### src/rtl/digit_accumulator.sv
// MSB-first digit to binary accumulator: value = value*BASE + digit, shift-add multiply.
// Optional DIGIT_ACC_SATURATE_EN clamps the result to all-ones after overflow.
module digit_accumulator #(
  parameter int BASE       = 10,
  parameter int W_DIGIT    = 4,
  parameter int W_VAL      = 10,
  parameter int MAX_DIGITS = 4,
  parameter int W_CNT      = $clog2(MAX_DIGITS+1)
) (
  input  logic               clk,
  input  logic               rst,
  input  logic [W_DIGIT-1:0] digit,
  input  logic               digit_valid,
  output logic               digit_ready,
  input  logic               commit,
  output logic               err_digit,
  output logic [W_VAL-1:0]   out_value,
  output logic [W_CNT-1:0]   out_count,
  output logic               out_overflow,
  output logic               out_valid,
  input  logic               out_ready
);

  localparam int W_PROD = W_VAL + W_DIGIT + 1;
  localparam int W_BIT  = $clog2(W_DIGIT + 1);

  localparam logic [W_DIGIT:0]   BASE_C = (W_DIGIT+1)'(BASE);
  localparam logic [W_CNT-1:0]   MAX_C  = W_CNT'(MAX_DIGITS);
  localparam logic [W_BIT-1:0]   LAST_C = W_BIT'(W_DIGIT - 1);
  localparam logic [W_CNT-1:0]   ONE_C  = W_CNT'(1);
  localparam logic [W_BIT-1:0]   BONE_C = W_BIT'(1);

  typedef enum logic [1:0] {
    IDLE,
    MUL,
    ADD,
    DONE
  } state_e;

  state_e              state_q, state_d;
  logic [W_VAL-1:0]    acc_q, acc_d;
  logic [W_CNT-1:0]    cnt_q, cnt_d;
  logic                ovf_q, ovf_d;
  logic [W_DIGIT-1:0]  dig_q, dig_d;
  logic [W_PROD-1:0]   prod_q, prod_d;
  logic [W_BIT-1:0]    bit_q, bit_d;
  logic                err_q, err_d;

  logic [W_PROD-1:0]   acc_ext;
  logic [W_PROD-1:0]   part;
  logic [W_PROD-1:0]   top_part;
  logic [W_PROD-1:0]   sum;

  assign acc_ext = {{(W_DIGIT+1){1'b0}}, acc_q};

  always_comb begin
    state_d     = state_q;
    acc_d       = acc_q;
    cnt_d       = cnt_q;
    ovf_d       = ovf_q;
    dig_d       = dig_q;
    prod_d      = prod_q;
    bit_d       = bit_q;
    err_d       = 1'b0;
    part        = '0;
    top_part    = '0;
    sum         = '0;
    digit_ready = (state_q == IDLE) && (cnt_q < MAX_C);
    unique case (state_q)
      IDLE: begin
        if (digit_valid && digit_ready) begin
          if ({1'b0, digit} < BASE_C) begin
            dig_d   = digit;
            prod_d  = '0;
            bit_d   = '0;
            state_d = MUL;
          end else begin
            err_d = 1'b1;
          end
        end else if (commit) begin
          state_d = DONE;
        end
      end
      MUL: begin
        if (BASE_C[bit_q]) part = acc_ext << bit_q;
        // BASE == 2^W_DIGIT has a bit beyond the loop; fold it into cycle 0
        if ((bit_q == '0) && BASE_C[W_DIGIT]) top_part = acc_ext << W_DIGIT;
        prod_d = prod_q + part + top_part;
        if (bit_q == LAST_C) state_d = ADD;
        else bit_d = bit_q + BONE_C;
      end
      ADD: begin
        sum   = prod_q + {{(W_PROD-W_DIGIT){1'b0}}, dig_q};
        ovf_d = ovf_q | (|sum[W_PROD-1:W_VAL]);
        acc_d = sum[W_VAL-1:0];
`ifdef DIGIT_ACC_SATURATE_EN
        if (ovf_d) acc_d = '1;
`else
        acc_d = sum[W_VAL-1:0];
`endif
        cnt_d   = cnt_q + ONE_C;
        state_d = IDLE;
      end
      DONE: begin
        if (out_ready) begin
          acc_d   = '0;
          cnt_d   = '0;
          ovf_d   = 1'b0;
          state_d = IDLE;
        end
      end
      default: state_d = IDLE;
    endcase
  end

  always_ff @(posedge clk) begin
    if (rst) begin
      state_q <= IDLE;
      acc_q   <= '0;
      cnt_q   <= '0;
      ovf_q   <= 1'b0;
      dig_q   <= '0;
      prod_q  <= '0;
      bit_q   <= '0;
      err_q   <= 1'b0;
    end else begin
      state_q <= state_d;
      acc_q   <= acc_d;
      cnt_q   <= cnt_d;
      ovf_q   <= ovf_d;
      dig_q   <= dig_d;
      prod_q  <= prod_d;
      bit_q   <= bit_d;
      err_q   <= err_d;
    end
  end

  assign err_digit    = err_q;
  assign out_value    = acc_q;
  assign out_count    = cnt_q;
  assign out_overflow = ovf_q;
  assign out_valid    = (state_q == DONE);

endmodule

### config.mk
export PLATFORM = sky130hd
export DESIGN_NAME = digit_accumulator
export DESIGN_NICKNAME = d
export VERILOG_FILES = /design/src/rtl/digit_accumulator.sv
export SDC_FILE = /design/constraint.sdc
export NUM_CORES = 1
export LEC_CHECK = 0
export BUFFER_PORTS_ARGS = -buffer_cell sky130_fd_sc_hd__buf_2
export CAP_MARGIN = 20
export CORE_AREA = 5 5 92 94
export DETAILED_ROUTE_END_ITERATION = 7
export DIE_AREA = 0 0 97 99
export GPL_TIMING_DRIVEN = 0
export MAX_ROUTING_LAYER = met4
export PLACE_DENSITY = 0.63
export SLEW_MARGIN = 20
export SYNTH_ARGS = -nofsm -noshare
export SYNTH_HDL_FRONTEND = slang
export SYNTH_SLANG_ARGS = --single-unit
export TNS_END_PERCENT = 20
### constraint.sdc
create_clock -name clk -period 4.04 [get_ports clk]
set_clock_uncertainty 0.05 [all_clocks]
set_input_delay 0.808 -clock clk [delete_from_list [all_inputs] [get_ports clk]]
set_output_delay 0.808 -clock clk [all_outputs]
set_load 0.05 [all_outputs]
==> results of run 1 <==
[stage by stage]
| stage | cell area (sq um) | std cells | worst slack (ps) | power, mW |
|---|---|---|---|---|
| 2_1_floorplan | 2930 | 367 | 1130 | 0.551 |
| 3_3_place_gp | 3180 | 493 | 779 | 0.592 |
| 3_5_place_dp | 3180 | 493 | 747 | 0.594 |
| 4_1_cts | 3300 | 501 | 737 | 0.950 |
| 5_1_grt | 3300 | 501 | 480 | 0.991 |
| 6_report | 3300 | 501 | 723 | 0.944 |
[cell usage after synthesis, drive strengths merged, types with 7 or more instances]
master  number  share of area, %
mux2i       10               3.4
nor2        52               6.7
inv         12               1.5
a21oi       29               5.1
buf          7               1.9
xnor2       15               4.5
a22oi       13               3.3
ha          21               9.0
o21ai       16               3.1
dfxtp       40                27
nand2       32               4.1
clkbuf      10               1.3
nand3       13               2.2
nor2b        8               2.2
[sequential cells by signal, indices dropped and copies added, names as in the netlist, named ones only]
signal and flops:
state_q 2, out_value 10, out_count 3, err_digit 1, out_overflow 1, bit_q 3, dig_q 4, prod_q 15
[final cells by class]
| type | instances | area [sq um] | share of cell area [%] |
|---|---|---|---|
| inverter | 13 | 48.8 | 1.48 |
| timing repair buffer | 24 | 120 | 3.64 |
| buffer | 17 | 92.6 | 2.81 |
| clock inverter | 2 | 38.8 | 1.18 |
| tap | 102 | 128 | 3.87 |
| sequential | 40 | 801 | 24.3 |
| multi-input combinational | 297 | 1990 | 60.3 |
| clock buffer | 6 | 82.6 | 2.50 |
[worst max-delay path by stage]
| stage | to | cells past startpoint |
|---|---|---|
| 3_5_place_dp | prod_q[12]$_SDFFE_PP0P_ | 13 |
| 6_report | prod_q[12]$_SDFFE_PP0P_ | 13 |
| 2_1_floorplan | prod_q[12]$_SDFFE_PP0P_ | 12 |
| 4_1_cts | prod_q[12]$_SDFFE_PP0P_ | 13 |
| 3_3_place_gp | prod_q[12]$_SDFFE_PP0P_ | 13 |
| 5_1_grt | prod_q[12]$_SDFFE_PP0P_ | 13 |
[kinds of logic (layout without fill, tap and decap cells)]
family / count (synthesis) / in the layout / synth area share [%]
flip-flops: 40 / 40 / 27.3
AO/OA/AOI/OAI: 100 / 100 / 23.1
AND/OR/NAND/NOR: 137 / 137 / 22.5
XOR/XNOR: 21 / 21 / 6.28
multiplexers: 16 / 16 / 5.72
buffers and inverters: 30 / 62 / 4.82
adder cells (fa/ha/maj): 23 / 23 / 10.3
[critical path, stage by stage (launching register included)]
cell and delay (ps):
dfxtp_1 340, buf_2 260, clkbuf_1 390, nor2_1 120, nand2_1 90, nor2_1 50
ha_1 210, fa_1 410, a21oi_1 200, o22ai_1 160, a311o_1 430, a21boi_0 250
xnor2_1 90, a22o_1 170
[power breakdown]
group / switching (mW) / internal [mW]
Sequential: 0.00804 / 0.405
Clock: 0.155 / 0.202
Combinational: 0.115 / 0.0587
Total: 0.278 / 0.666
[metal layers]
metal  up-vias  GRT usage [%]  share of wire (%)
met5         -              -                  0
met4         0           7.34                2.4
met3        10           2.34                4.5
met2        55           25.4                 45
met1      1270           21.0                 49
li1       1391              -                  -
==> results.yml, run 1 <==
drt:
  via_per_inst: 5.44
  postRouteAntennaNets: 0
  drc: 0
  drtIter0Drc: 151
  via_count: 2726
  wire_per_inst_um: 14.9
  wl_mm: 7.44
  drt-pass1-iter-count: 4
final_layout:
  antenna_cells: 0
  drive_gt1_share_pct: 12.5
  final_util_pct: 43.6
  final_cell_mix: "52 x nor2_1, 40 x dfxtp_1, 32 x nand2_1, 28 x a21oi_1, 26 x buf_2"
  fill_cells: 781
  syn_to_final_growth_pct: 12.6
  final_common_cell: "nor2_1"
  layout.nets: 430
critical_path:
  critPathKind: "reg -> reg"
  cp-startpoint: "bit_q[1]$_SDFFE_PP0P_"
  end_kind: "flip-flop"
  crit_required_ps: 4190
  crit_path_start_kind: "flip-flop"
  worstRegToRegCells: 13
  ff2ff_setup_slack_ps: 720
  rr_endpoint: "prod_q[12]$_SDFFE_PP0P_"
  r2r_start: "bit_q[1]$_SDFFE_PP0P_"
  cp.arrival_ps: 3460
  critical_path.max_fanout: 10
min_path:
  min_delay_worst_endpoint: "dig_q[0]$_SDFFE_PP0P_"
  worstHoldPathCells: 2
  hold_start: "dig_q[0]$_SDFFE_PP0P_"
  hold_class: "reg -> reg"
floorplan:
  core-area_sq_um: 7570
  die_width_um: 97
  initial_core_util_pct: 38.7
  die_area_sq_um: 9600
  fp-row-count: 32
  io_pins: 26
  die-height_um: 99
grt:
  grt_first_pass_wirelength_mm: 12.7
  grt-ovfl-total: 0
  antenna_found_initial: 0
  grt_max_degree: 14
  grt_pass1_vias: 2696
  track_usage_pct: 16.3
placed_design:
  io_buffers: 24
  finalWeightedCongestion: 0.945
  place_hpwl_mm: 5.81
logic_synthesis:
  yosys_most_used_dff: "dfxtp_1"
  synth_fp_nets: 399
  synth_edf_count: 0
  synth_cell_types: 54
  ys_async_sr_fraction_pct: 0
  synth.avg_cell_area_sq_um: 7.98
  netlist_area_sq_um: 2930
  ys_ff_latch: 40
  synth_cells: 367
  yosysWarningCount: 0
  yosysSeqAreaShare_pct: 27.3
outcome:
  status: "complete, no violations"
timing:
  tns_ps: 0
  period_needed_ps: 3320
  fmax_mhz: 301
  finalMaxSlewViolations: 0
  rsz0062_at_grt: "false"
  relSlewSlack_pct: 55.9
  hold_violations: 0
  period_share_pct: 82.1
  finalSetupViolCount: 0
  worstMarginPinSlew_ps: 659
  holdWs_ps: 428
clock_network:
  cts_root_buf: "clkbuf_8"
  worst_skew_pair.late_latency_ps: 310
  holdBufCountCts: 0
  postCtsResizedCells: 0
  clk_path_buf_depth: 2
  cts_setup_buffers: 0
  cts_buffers: 5
  clk_pin_slew_worst_paths_ps: 80
  cts_htree_levels: 2
  cts_tree: "yes"
  cts_num_sinks: 40
run:
  drv_cap: 0
power:
  ir_worst_vdd_mv: 0.106
  powerDensity_nw_per_um2: 286
  p_leak_nw: 1.33
Note: power is estimated with default switching activity, not from simulation.
==> run 2: changes to the inputs <==
Clock period 4.04 ns to 3.3 ns, I/O delays scaled along.
==> run 2 against run 1 <==
  * Clock power is 23% higher
  * Final cell count is 0.20% lower
  * Via count is 0.51% higher
  * Critical path depth is 1 lower
  * Worst setup slack worse by 520 ps
  * Largest cell class unchanged
  * First-iteration DRC count is 15% higher
  * Global-route usage stayed put
  * Routed wire length is 0.21% higher
  * Final area is 0.23% higher
==> results.yml, run 2 (synthesis gave the netlist of run 1 again) <==
outcome:
  status: "complete, no violations"
min_path:
  hold_start: "dig_q[0]$_SDFFE_PP0P_"
  min_delay_worst_endpoint: "dig_q[0]$_SDFFE_PP0P_"
  worstHoldPathCells: 2
  hold_class: "reg -> reg"
power:
  swShare_pct: 29.5
  ir_worst_vdd_mv: 0.131
  p_int_mw: 0.816
  p_switching_mw: 0.342
  p_comb_share_pct: 18.4
  powerDensity_nw_per_um2: 350
  clock_power_share_pct: 37.9
  p_leak_nw: 1.34
  p_seq_share_pct: 43.6
placed_design:
  dp.cells: 493
  place_hpwl_mm: 5.81
  pre_cts_ws_ps: 6.97
  finalWeightedCongestion: 0.945
  io_buffers: 24
drt:
  drt-pass1-iter-count: 5
  wl_mm: 7.46
  via_count: 2740
  drtIter0Drc: 173
  wire_per_inst_um: 14.9
  drc: 0
  via_per_inst: 5.48
  postRouteAntennaNets: 0
critical_path:
  cp-startpoint: "bit_q[1]$_SDFFE_PP0P_"
  crit_required_ps: 3450
  critPathKind: "reg -> reg"
  end_kind: "flip-flop"
  rr_endpoint: "prod_q[14]$_SDFFE_PP0P_"
  r2r_start: "bit_q[1]$_SDFFE_PP0P_"
  ff2ff_setup_slack_ps: 200
  critical_path.max_fanout: 10
  crit_path_start_kind: "flip-flop"
  worstRegToRegCells: 12
  cp.arrival_ps: 3240
clock_network:
  clk_pin_slew_worst_paths_ps: 80
  cts_setup_buffers: 0
  holdBufCountCts: 0
  clk_path_buf_depth: 2
  cts_root_buf: "clkbuf_8"
  cts_tree: "yes"
  cts_htree_levels: 2
  worst_skew_pair.late_latency_ps: 310
  cts_buffers: 5
  cts_num_sinks: 40
run:
  drv_cap: 0
floorplan:
  core-area_sq_um: 7570
  io_pins: 26
  die_area_sq_um: 9600
  die_width_um: 97
  fp-row-count: 32
  initial_core_util_pct: 38.7
  die-height_um: 99
final_layout:
  largest_reg_flops: 15
  syn_to_final_growth_pct: 12.9
  final_common_cell: "nor2_1"
  fill_cells: 781
  drive_gt1_share_pct: 13.3
  final_cell_mix: "52 x nor2_1, 40 x dfxtp_1, 32 x nand2_1, 28 x a21oi_1, 27 x buf_2"
  layout.cells.non_filler: 500
  layout.nets: 429
  antenna_cells: 0
  registers.top_by_ff_count: "prod_q"
timing:
  finalWorstSetupSlack_ps: 204
  tns_ps: 0
  hold_violations: 0
  finalSetupViolCount: 0
  worstMarginPinSlew_ps: 656
  finalMaxSlewViolations: 0
  rsz0062_at_grt: "false"
  period_share_pct: 93.8
  fmax_mhz: 323
  period_needed_ps: 3100
  relSlewSlack_pct: 56.1
grt:
  grt_max_degree: 14
  grt_first_pass_wirelength_mm: 12.7
  grt-ovfl-total: 0
  grt_pass1_vias: 2696
  antenna_found_initial: 0
  track_usage_pct: 16.3
## run 2: what timing repair did
item | CTS | global route
resized for setup | 1 | 7
pin swaps | 0 | 1
setup endpoints to repair | 1 | 5
gates cloned | 0 | 0
## run 2: cell type report
class,instances,area (sq um),area share [%]
repair buffers,24,120,3.63
clock buffers,6,82.6,2.50
multi-input cells,297,1990,60.3
clock inverters,2,38.8,1.17
well taps,102,128,3.86
flip-flops and latches,40,801,24.2
inverters,13,48.8,1.48
plain buffers,16,93.8,2.84
## run 2: worst max-delay path by stage
stage,endpoint,slack [ps]
global placement,prod_q[12]$_SDFFE_PP0P_,40
floorplan,prod_q[12]$_SDFFE_PP0P_,390
detailed placement,prod_q[12]$_SDFFE_PP0P_,7
CTS,prod_q[12]$_SDFFE_PP0P_,40
finish,prod_q[14]$_SDFFE_PP0P_,200
global route,prod_q[14]$_SDFFE_PP0P_,10
## run 2: worst max-delay path: stages (launching register included)
cell	delay (ps)
dfxtp_1	340
clkbuf_4	230
mux2_2	360
nor2_1	90
a21oi_1	80
o211a_1	240
ha_1	380
a21oi_2	220
o22ai_1	130
a311o_1	390
o22a_1	190
xnor2_1	120
a22o_1	170
## run 2: power by group through the flow
stage | clock network, mW | logic, mW | registers, mW
after floorplan | 0 | 0.153 | 0.522
after global placement | 0 | 0.208 | 0.516
after detailed placement | 0 | 0.211 | 0.517
after CTS | 0.446 | 0.212 | 0.505
after global routing | 0.471 | 0.236 | 0.508
final | 0.440 | 0.213 | 0.505
## run 2: routing by layer
layer,vias to the layer above,wire [um],GRT usage (%),share of wire [%]
li1,1391,-,-,-
met1,1270,3630,21.0,49
met2,66,3260,25.4,44
met3,13,343,2.34,4.6
met4,0,225,7.34,3.0
met5,-,0,-,0
## run 2: per-stage QoR
step | hold WS (ps) | utilization, % | area (sq um) | total power [mW]
final | 430 | 43.7 | 3310 | 1.16
after global routing | 447 | 43.7 | 3310 | 1.21
after CTS | 430 | 43.6 | 3300 | 1.16
after detailed placement | 415 | 42.0 | 3180 | 0.728
after global placement | 411 | 42.0 | 3180 | 0.725
after floorplan | 391 | - | 2930 | 0.675
==> run 3: changes to the inputs <==
Settings changed: MAX_ROUTING_LAYER met4 to unset.
==> run 3 against run 2 <==
  * Sequential power is essentially flat
  * Highest routed layer unchanged
  * Final cell count is the same
  * Critical endpoint unchanged
  * Clock power is essentially flat
==> results.yml, run 3 (synthesis gave the netlist of run 1 again) <==
final_layout:
  fin_area_sq_um: 3310
  registers.top_by_ff_count: "prod_q"
  final_common_cell: "nor2_1"
  largest_reg_flops: 15
  layout.nets: 429
  final_cell_mix: "52 x nor2_1, 40 x dfxtp_1, 32 x nand2_1, 28 x a21oi_1, 27 x buf_2"
  syn_to_final_growth_pct: 12.9
  drive_gt1_share_pct: 13.3
  layout.cells.non_filler: 500
  final_util_pct: 43.7
  antenna_cells: 0
power:
  p_int_mw: 0.816
  p_switching_mw: 0.340
  p_leak_nw: 1.34
  clock_power_share_pct: 37.9
  powerDensity_nw_per_um2: 350
  p_seq_share_pct: 43.7
  p_comb_share_pct: 18.4
  swShare_pct: 29.4
  ir_worst_vdd_mv: 0.131
timing:
  period_needed_ps: 3080
  finalSetupViolCount: 0
  fmax_mhz: 324
  rsz0062_at_grt: "false"
  finalWorstSetupSlack_ps: 215
  hold_violations: 0
  relSlewSlack_pct: 57.0
  period_share_pct: 93.5
  tns_ps: 0
  worstMarginPinSlew_ps: 643
  finalMaxSlewViolations: 0
clock_network:
  cts_htree_levels: 2
  cts_root_buf: "clkbuf_8"
  worst_skew_pair.late_latency_ps: 300
  cts_setup_buffers: 0
  cts_buffers: 5
  clk_path_buf_depth: 2
  holdBufCountCts: 0
  cts_tree: "yes"
  cts_num_sinks: 40
  clk_pin_slew_worst_paths_ps: 80
run:
  drv_cap: 0
placed_design:
  placed_area_sq_um: 3180
  place_hpwl_mm: 5.81
  pre_cts_ws_ps: 6.97
  finalWeightedCongestion: 0.928
  io_buffers: 24
  dp.cells: 493
floorplan:
  fp-row-count: 32
  io_pins: 26
  die-height_um: 99
  core-area_sq_um: 7570
  initial_core_util_pct: 38.7
  die_area_sq_um: 9600
  die_width_um: 97
drt:
  postRouteAntennaNets: 0
  wire_per_inst_um: 14.9
  drc: 0
  via_per_inst: 5.46
  wl_mm: 7.44
  drt-pass1-iter-count: 4
  via_count: 2729
  drtIter0Drc: 180
min_path:
  hold_class: "reg -> reg"
  hold_start: "dig_q[0]$_SDFFE_PP0P_"
critical_path:
  crit_slowest_cell: "a311o_1"
  r2r_start: "bit_q[1]$_SDFFE_PP0P_"
  slowest_delay_ps: 390
  cp-startpoint: "bit_q[1]$_SDFFE_PP0P_"
  critPathKind: "reg -> reg"
  critical_path.top_delay_family: "compound AO/OA/AOI/OAI gates"
  crit_required_ps: 3440
  critPathBufInv: 1
  cp_cell_sequence: "clkbuf_4, mux2_2, nor2_1, a21oi_1, o211a_1, ha_1, a21oi_2, o22ai_1, a311o_1, o22a_1, xnor2_1, a22o_1"
  critical_path.max_fanout: 10
  crit_path_start_kind: "flip-flop"
  cp.arrival_ps: 3230
  end_kind: "flip-flop"
grt:
  grt_max_degree: 14
  track_usage_pct: 15.9
  grt_first_pass_wirelength_mm: 12.8
  grt_pass1_vias: 2691
  grt-ovfl-total: 0
  antenna_found_initial: 0
outcome:
  status: "complete, no violations"
[run 3: cell counts in the layout (fill, tap and decap cells not counted)]
No cell type changed its count.
[run 3: worst paths after layout]
kind / endpoint / slack, ps / cells after the start
hold / removal: dig_q[0]$_SDFFE_PP0P_ / 430 / 2
setup / recovery: prod_q[14]$_SDFFE_PP0P_ / 220 / 12
setup reg to reg: prod_q[14]$_SDFFE_PP0P_ / 220 / 12
hold reg to reg: dig_q[0]$_SDFFE_PP0P_ / 430 / 2
[run 3: what timing repair did]
action                     in CTS  in global routing
pin swaps                       0                  1
setup endpoints to repair       1                  5
gates resized for setup         1                  7
cloned                          0                  0
[run 3: layout make-up]
cell class,count,area [sq um]
Buffer,16,93.8
Tap cell,102,128
Sequential cell,40,801
Inverter,13,48.8
Timing Repair Buffer,24,120
Clock buffer,6,82.6
Clock inverter,2,38.8
Multi-Input combinational cell,297,1990
Fill cell,781,4260
[run 3: through the flow]
step,hold WS (ps),power (mW)
after detailed placement,415,0.728
after global routing,447,1.21
after global placement,411,0.725
after CTS,430,1.16
final,429,1.16
after floorplan,391,0.675
[run 3: per-layer routing]
layer	global-route usage [%]	part of all wire, %
met5	0	0
met4	7.34	2.0
met3	2.34	4.2
met2	25.4	45
met1	21.0	49
[run 3: power by group through the flow]
stage | registers [mW] | logic, mW | clock network, mW
after global routing | 0.508 | 0.236 | 0.471
after CTS | 0.505 | 0.212 | 0.446
final | 0.505 | 0.213 | 0.438
after floorplan | 0.522 | 0.153 | 0
after global placement | 0.516 | 0.208 | 0
after detailed placement | 0.517 | 0.211 | 0
[run 3: worst register-to-register path, cell delays in order, from the launching register on]
cell	delay, ps
dfxtp_1	340
clkbuf_4	230
mux2_2	360
nor2_1	90
a21oi_1	70
o211a_1	230
ha_1	380
a21oi_2	220
o22ai_1	130
a311o_1	390
o22a_1	190
xnor2_1	120
a22o_1	170
